[src/rtl/lcd_cmd_sched.sv]
// LCD write scheduler: hands off to an external power-up sequencer, then plays a 4-byte config ROM and paces user writes.
// Latency: E rises SETUP_CYCLES+1 cycles after ack; ready stays low (no ack) until setup, pulse and wait have elapsed.
module lcd_cmd_sched #(
    parameter int SETUP_CYCLES = 2,
    parameter int E_CYCLES     = 12,
    parameter int WAIT_CMD     = 2000,
    parameter int WAIT_CLR     = 82000
) (
    input  logic       clk,
    input  logic       reset,
    input  logic       start,
    output logic       init_go,
    input  logic       init_done,
    input  logic [7:0] init_db,
    input  logic       init_e,
    input  logic       req,
    input  logic       req_rs,
    input  logic [7:0] req_data,
    output logic       ack,
    output logic       ready,
    output logic [7:0] lcd_db,
    output logic       lcd_e,
    output logic       lcd_rs,
    output logic       lcd_rw
);
    typedef enum logic [3:0] {
        IDLE       = 4'd0,
        INIT_START = 4'd1,
        INIT_WAIT  = 4'd2,
        CFG_SETUP  = 4'd3,
        CFG_PULSE  = 4'd4,
        CFG_WAIT   = 4'd5,
        READY      = 4'd6,
        WR_SETUP   = 4'd7,
        WR_PULSE   = 4'd8,
        WR_WAIT    = 4'd9
    } state_t;

    localparam logic [19:0] SETUP_LAST = 20'(SETUP_CYCLES - 1);
    localparam logic [19:0] E_LAST     = 20'(E_CYCLES - 1);
    localparam logic [19:0] CMD_LAST   = 20'(WAIT_CMD - 1);
    localparam logic [19:0] CLR_LAST   = 20'(WAIT_CLR - 1);

    state_t      state;
    logic [19:0] cnt;
    logic [1:0]  cfg_idx;
    logic [7:0]  byte_q;
    logic        rs_q;
    logic        is_clr;
    logic        cnt_done;

    function automatic logic [7:0] cfg_byte(input logic [1:0] idx);
        case (idx)
            2'd0:    return 8'h38;
            2'd1:    return 8'h06;
            2'd2:    return 8'h0C;
            default: return 8'h01;
        endcase
    endfunction

    // Clear (0x01) and home (0x02/0x03) need the long execution wait.
    always_comb begin
        is_clr   = !rs_q && (byte_q == 8'h01 || byte_q == 8'h02 || byte_q == 8'h03);
        cnt_done = 1'b0;
        case (state)
            CFG_SETUP, WR_SETUP: cnt_done = (cnt == SETUP_LAST);
            CFG_PULSE, WR_PULSE: cnt_done = (cnt == E_LAST);
            CFG_WAIT, WR_WAIT:   cnt_done = (cnt == (is_clr ? CLR_LAST : CMD_LAST));
            default:             cnt_done = 1'b0;
        endcase
    end

    // Every exit from a timed state clears cnt, so each timed state is entered at 0.
    always_ff @(posedge clk) begin
        if (reset) begin
            state   <= IDLE;
            cnt     <= '0;
            cfg_idx <= '0;
            byte_q  <= '0;
            rs_q    <= 1'b0;
        end else begin
            case (state)
                IDLE:       if (start) state <= INIT_START;
                INIT_START: state <= INIT_WAIT;
                INIT_WAIT: begin
                    if (init_done) begin
                        state   <= CFG_SETUP;
                        cnt     <= '0;
                        cfg_idx <= 2'd0;
                        byte_q  <= cfg_byte(2'd0);
                        rs_q    <= 1'b0;
                    end
                end
                CFG_SETUP: begin
                    if (cnt_done) begin cnt <= '0; state <= CFG_PULSE; end
                    else cnt <= cnt + 20'd1;
                end
                CFG_PULSE: begin
                    if (cnt_done) begin cnt <= '0; state <= CFG_WAIT; end
                    else cnt <= cnt + 20'd1;
                end
                CFG_WAIT: begin
                    if (cnt_done) begin
                        cnt <= '0;
                        if (cfg_idx == 2'd3) begin
                            state <= READY;
                        end else begin
                            cfg_idx <= cfg_idx + 2'd1;
                            byte_q  <= cfg_byte(cfg_idx + 2'd1);
                            state   <= CFG_SETUP;
                        end
                    end else begin
                        cnt <= cnt + 20'd1;
                    end
                end
                READY: begin
                    if (req) begin
                        byte_q <= req_data;
                        rs_q   <= req_rs;
                        cnt    <= '0;
                        state  <= WR_SETUP;
                    end
                end
                WR_SETUP: begin
                    if (cnt_done) begin cnt <= '0; state <= WR_PULSE; end
                    else cnt <= cnt + 20'd1;
                end
                WR_PULSE: begin
                    if (cnt_done) begin cnt <= '0; state <= WR_WAIT; end
                    else cnt <= cnt + 20'd1;
                end
                WR_WAIT: begin
                    if (cnt_done) begin cnt <= '0; state <= READY; end
                    else cnt <= cnt + 20'd1;
                end
                default: begin
                    state <= IDLE;
                    cnt   <= '0;
                end
            endcase
        end
    end

    // ack and the init pass-through must respond within the same cycle, so they are decoded combinationally.
    always_comb begin
        init_go = (state == INIT_START);
        ready   = (state == READY);
        ack     = (state == READY) && req;
        lcd_rw  = 1'b0;
        lcd_e   = 1'b0;
        lcd_db  = 8'h00;
        lcd_rs  = 1'b0;
        case (state)
            INIT_WAIT: begin
                lcd_db = init_db;
                lcd_e  = init_e;
            end
            CFG_SETUP, CFG_WAIT, WR_SETUP, WR_WAIT: begin
                lcd_db = byte_q;
                lcd_rs = rs_q;
            end
            CFG_PULSE, WR_PULSE: begin
                lcd_db = byte_q;
                lcd_rs = rs_q;
                lcd_e  = 1'b1;
            end
            default: begin
                lcd_db = 8'h00;
            end
        endcase
    end
endmodule

[config.mk]
export PLATFORM = sky130hd
export DESIGN_NAME = lcd_cmd_sched
export DESIGN_NICKNAME = d
export VERILOG_FILES = /design/src/rtl/lcd_cmd_sched.sv
export SDC_FILE = /design/constraint.sdc
export NUM_CORES = 1
export LEC_CHECK = 0
export CAP_MARGIN = 40
export CORE_ASPECT_RATIO = 0.75
export CORE_MARGIN = 2
export CORE_UTILIZATION = 45
export DETAILED_ROUTE_END_ITERATION = 6
export MAX_ROUTING_LAYER = met4
export PLACE_DENSITY = 0.68
export SETUP_SLACK_MARGIN = 0.05
export SYNTH_ARGS = -nofsm -noshare
export SYNTH_HDL_FRONTEND = slang
export SYNTH_SLANG_ARGS = --single-unit
[constraint.sdc]
create_clock -name clk -period 3.1 [get_ports clk]
set_clock_uncertainty 0.05 [all_clocks]
set_input_delay 0.93 -clock clk [delete_from_list [all_inputs] [get_ports clk]]
set_output_delay 0.93 -clock clk [all_outputs]
set_load 0.03 [all_outputs]
==> impl_metrics.json <==
{
  "cts_tree": "yes",
  "first_global_vias": 2226,
  "max_cap_violations": 0,
  "cpMaxStageDelayCell": "clkdlybuf4s50_1",
  "wirelength_um": 6880,
  "synth.net_count": 339,
  "fin_area_um2": 3010,
  "drive_gt1_share_pct": 14.9,
  "synth_ff_type": "dfxtp_1",
  "die_w_um": 91.3,
  "start_util_pct": 47.3,
  "r2r_setup_slack_ns": 0.38,
  "instances_no_fill": 417,
  "rsz0062_at_grt": "no",
  "dp_hpwl_um": 5110,
  "crit_required_ns": 2.12,
  "status": "finished clean",
  "critPathCapture": "init_go",
  "post_cts_buffers": 0,
  "cts.clk_slew.worst_paths_ns": 0.07,
  "synth_top_family_by_area": "simple AND/OR/NAND/NOR gates",
  "finalNetCount": 369,
  "synth_cell_types": 69,
  "crit_arrival_ns": 1.97,
  "cts.sinks": 35,
  "die_h_um": 69.5,
  "dr_wl_met2_um": 2840,
  "relSlewSlack_pct": 58.5,
  "synth_seq_cells": 35,
  "worst_slew_pin_slew_ns": 0.619,
  "ant_nets": 0,
  "r2r_cells": 8,
  "grt_max_degree": 21,
  "yosys.area_share.simple_pct": 29.1,
  "crit_fanout": 10,
  "setup_viol": 0,
  "min_period_ns": 2.95,
  "wl_met3_um": 561,
  "synthAdderAreaFrac_pct": 2.43,
  "io-pin-count": 37,
  "grt_pass1_wl_um": 11200,
  "reg2reg_from": "state[2]",
  "yosysWarnings": 0,
  "htree_num_levels": 2,
  "holdBufCountCts": 0,
  "critPathMaxStageDelay_ns": 0.71,
  "p_leak_uw": 0.00106,
  "gr-total-overflow": 0,
  "placed_area_um2": 2900,
  "cp.depth": 3,
  "rows": 23,
  "power.density_nw_per_um2": 557,
  "clock-root-buffer": "clkbuf_8",
  "cts_made_buffers": 5,
  "design.core.area_um2": 5440,
  "ys_seq_area_share_pct": 27.2,
  "synth.area.mux_share_pct": 2.04,
  "placedCellCount": 409,
  "final_core_util_pct": 55.3,
  "synthArstFlopShare_pct": 0,
  "startpoint": "state[0]",
  "fin_crit_sh_pct": 95.1,
  "slew_viol_final": 0,
  "antenna-diode-count": 0,
  "cts_buffer_depth": 2,
  "areaGrowthSynthToFinish_pct": 16.9,
  "path_delay_family": "buffers and inverters",
  "antenna_found_initial": 0,
  "top_layer": "met4",
  "drc": 0,
  "routed-via-count": 2505,
  "rr_endpoint": "state[2]",
  "max_freq_ghz": 0.339,
  "crit_chain": "inv_1, nor4_1, clkdlybuf4s50_1",
  "wl_met1_um": 3410,
  "portBuffers": 35,
  "hold_viol": 0,
  "globalRouteTotalUtil_pct": 22.5,
  "avgViaCountPerCell": 6.01,
  "place_congestion": 0.975,
  "synth_area_um2": 2570,
  "first_pass_iters": 4,
  "cp-start-kind": "flop",
  "critPathCaptureType": "output pin",
  "synthCells": 311,
  "setup_tns_ns": 0,
  "hold_class": "flop to flop",
  "drtIter0Drc": 242,
  "min_from": "cnt[19]",
  "wl_per_cell_um": 16.5,
  "synth-xor-area-share_pct": 4.47,
  "avgSynthCellArea_um2": 8.28,
  "ir_drop_mv": 0.240,
  "crit_type": "flop to output pin",
  "synth_compound_area_share_pct": 27.1,
  "worst-path-buf-inv": 2,
  "synth_edf_count": 0,
  "clock_latency_ns": 0.29,
  "dieArea_um2": 6350,
  "nFillCells": 498
}
==> how the worst min path moves through the flow <==
stage / endpoint / depth (start not counted)
after CTS: cnt[19] / 2
after global routing: cnt[19] / 2
after global placement: cnt[19] / 2
final: cnt[19] / 2
after floorplan: cnt[19] / 2
after detailed placement: cnt[19] / 2
==> Yosys cell counts (all sizes together), types with 5 or more instances <==
cell    count  area share, %
nor3        6            1.2
nor4        8            2.5
a21oi      17            3.6
ha          5            2.4
o21ai      12            2.8
inv         5           0.73
xor2        6            2.0
a22o        8            2.8
dfxtp      35             27
nor2       27            3.9
xnor2       5            2.4
nand4       7            1.7
and3        6            1.5
a31oi      10            2.4
nand2      29            4.2
buf         7            2.4
nand3      20            3.9
o211ai      7            2.0
clkbuf     17            4.4
or3         7            2.1
==> cell type report <==
class | count | area [um2] | area share (%)
Multi-Input combinational cell | 247 | 1690 | 56.0
Sequential cell | 35 | 701 | 23.3
Timing Repair Buffer | 47 | 410 | 13.6
Clock buffer | 8 | 100 | 3.33
Tap cell | 75 | 93.8 | 3.12
Inverter | 5 | 18.8 | 0.624
==> cells in the final DEF (no fill, tap or decap), drive strengths merged, types with 6 or more instances in the layout <==
cell type,n
a22o,8
nor2,27
nor3,6
and3,6
or3,7
o21ai,12
nand4,7
a31oi,10
clkbuf,8
xor2,6
o211ai,7
nand3,20
nor4,8
dfxtp,35
a21oi,17
nand2,29
clkdlybuf4s50,23
buf,24
==> worst register-to-register path, stage by stage (launching register included) <==
cell      delay [ns]
dfxtp_1         0.56
buf_4           0.25
xor2_1          0.41
o311ai_2        0.24
mux2_1          0.36
o211ai_1        0.10
buf_4           0.29
a21o_1          0.24
o32ai_1         0.11
==> where the power goes <==
part | internal, uW | switching [uW] | total, uW
clock | 203 | 162 | 365
sequential | 482 | 44.6 | 527
combinational | 316 | 468 | 784
total | 1000 | 675 | 1680
==> per-stage QoR <==
step	setup WS, ns	total power (uW)	hold WS, ns
6_report	0.151	1680	0.441
5_1_grt	0.104	1770	0.497
4_1_cts	0.169	1680	0.442
3_5_place_dp	0.240	1310	0.431
3_3_place_gp	0.296	1300	0.424
2_1_floorplan	0.312	1100	0.408
==> metal layers <==
layer	GRT usage, %	vias to the layer above
met4	5.56	0
li1	-	1239
met3	4.57	7
met1	34.1	1170
met2	30.0	89
met5	-	-
==> what timing repair did <==
item | CTS | global route
endpoints found under the hold margin | 0 | 0
endpoints found under the setup margin | 9 | 0
resized for setup | 1 | 0
==> cells by family after synthesis <==
logic type,Yosys count
flops,35
xor+xnor,11
fa+ha+maj,5
buf+inv,29
simple gates,136
other cells,1
mux,5
compound gates,89
==> state kept, by name (all words and copies together), names as in the netlist <==
register / flops
byte_q: 8
cfg_idx: 2
cnt: 20
rs_q: 1
state: 4
Note: power is estimated with default switching activity, not from simulation.
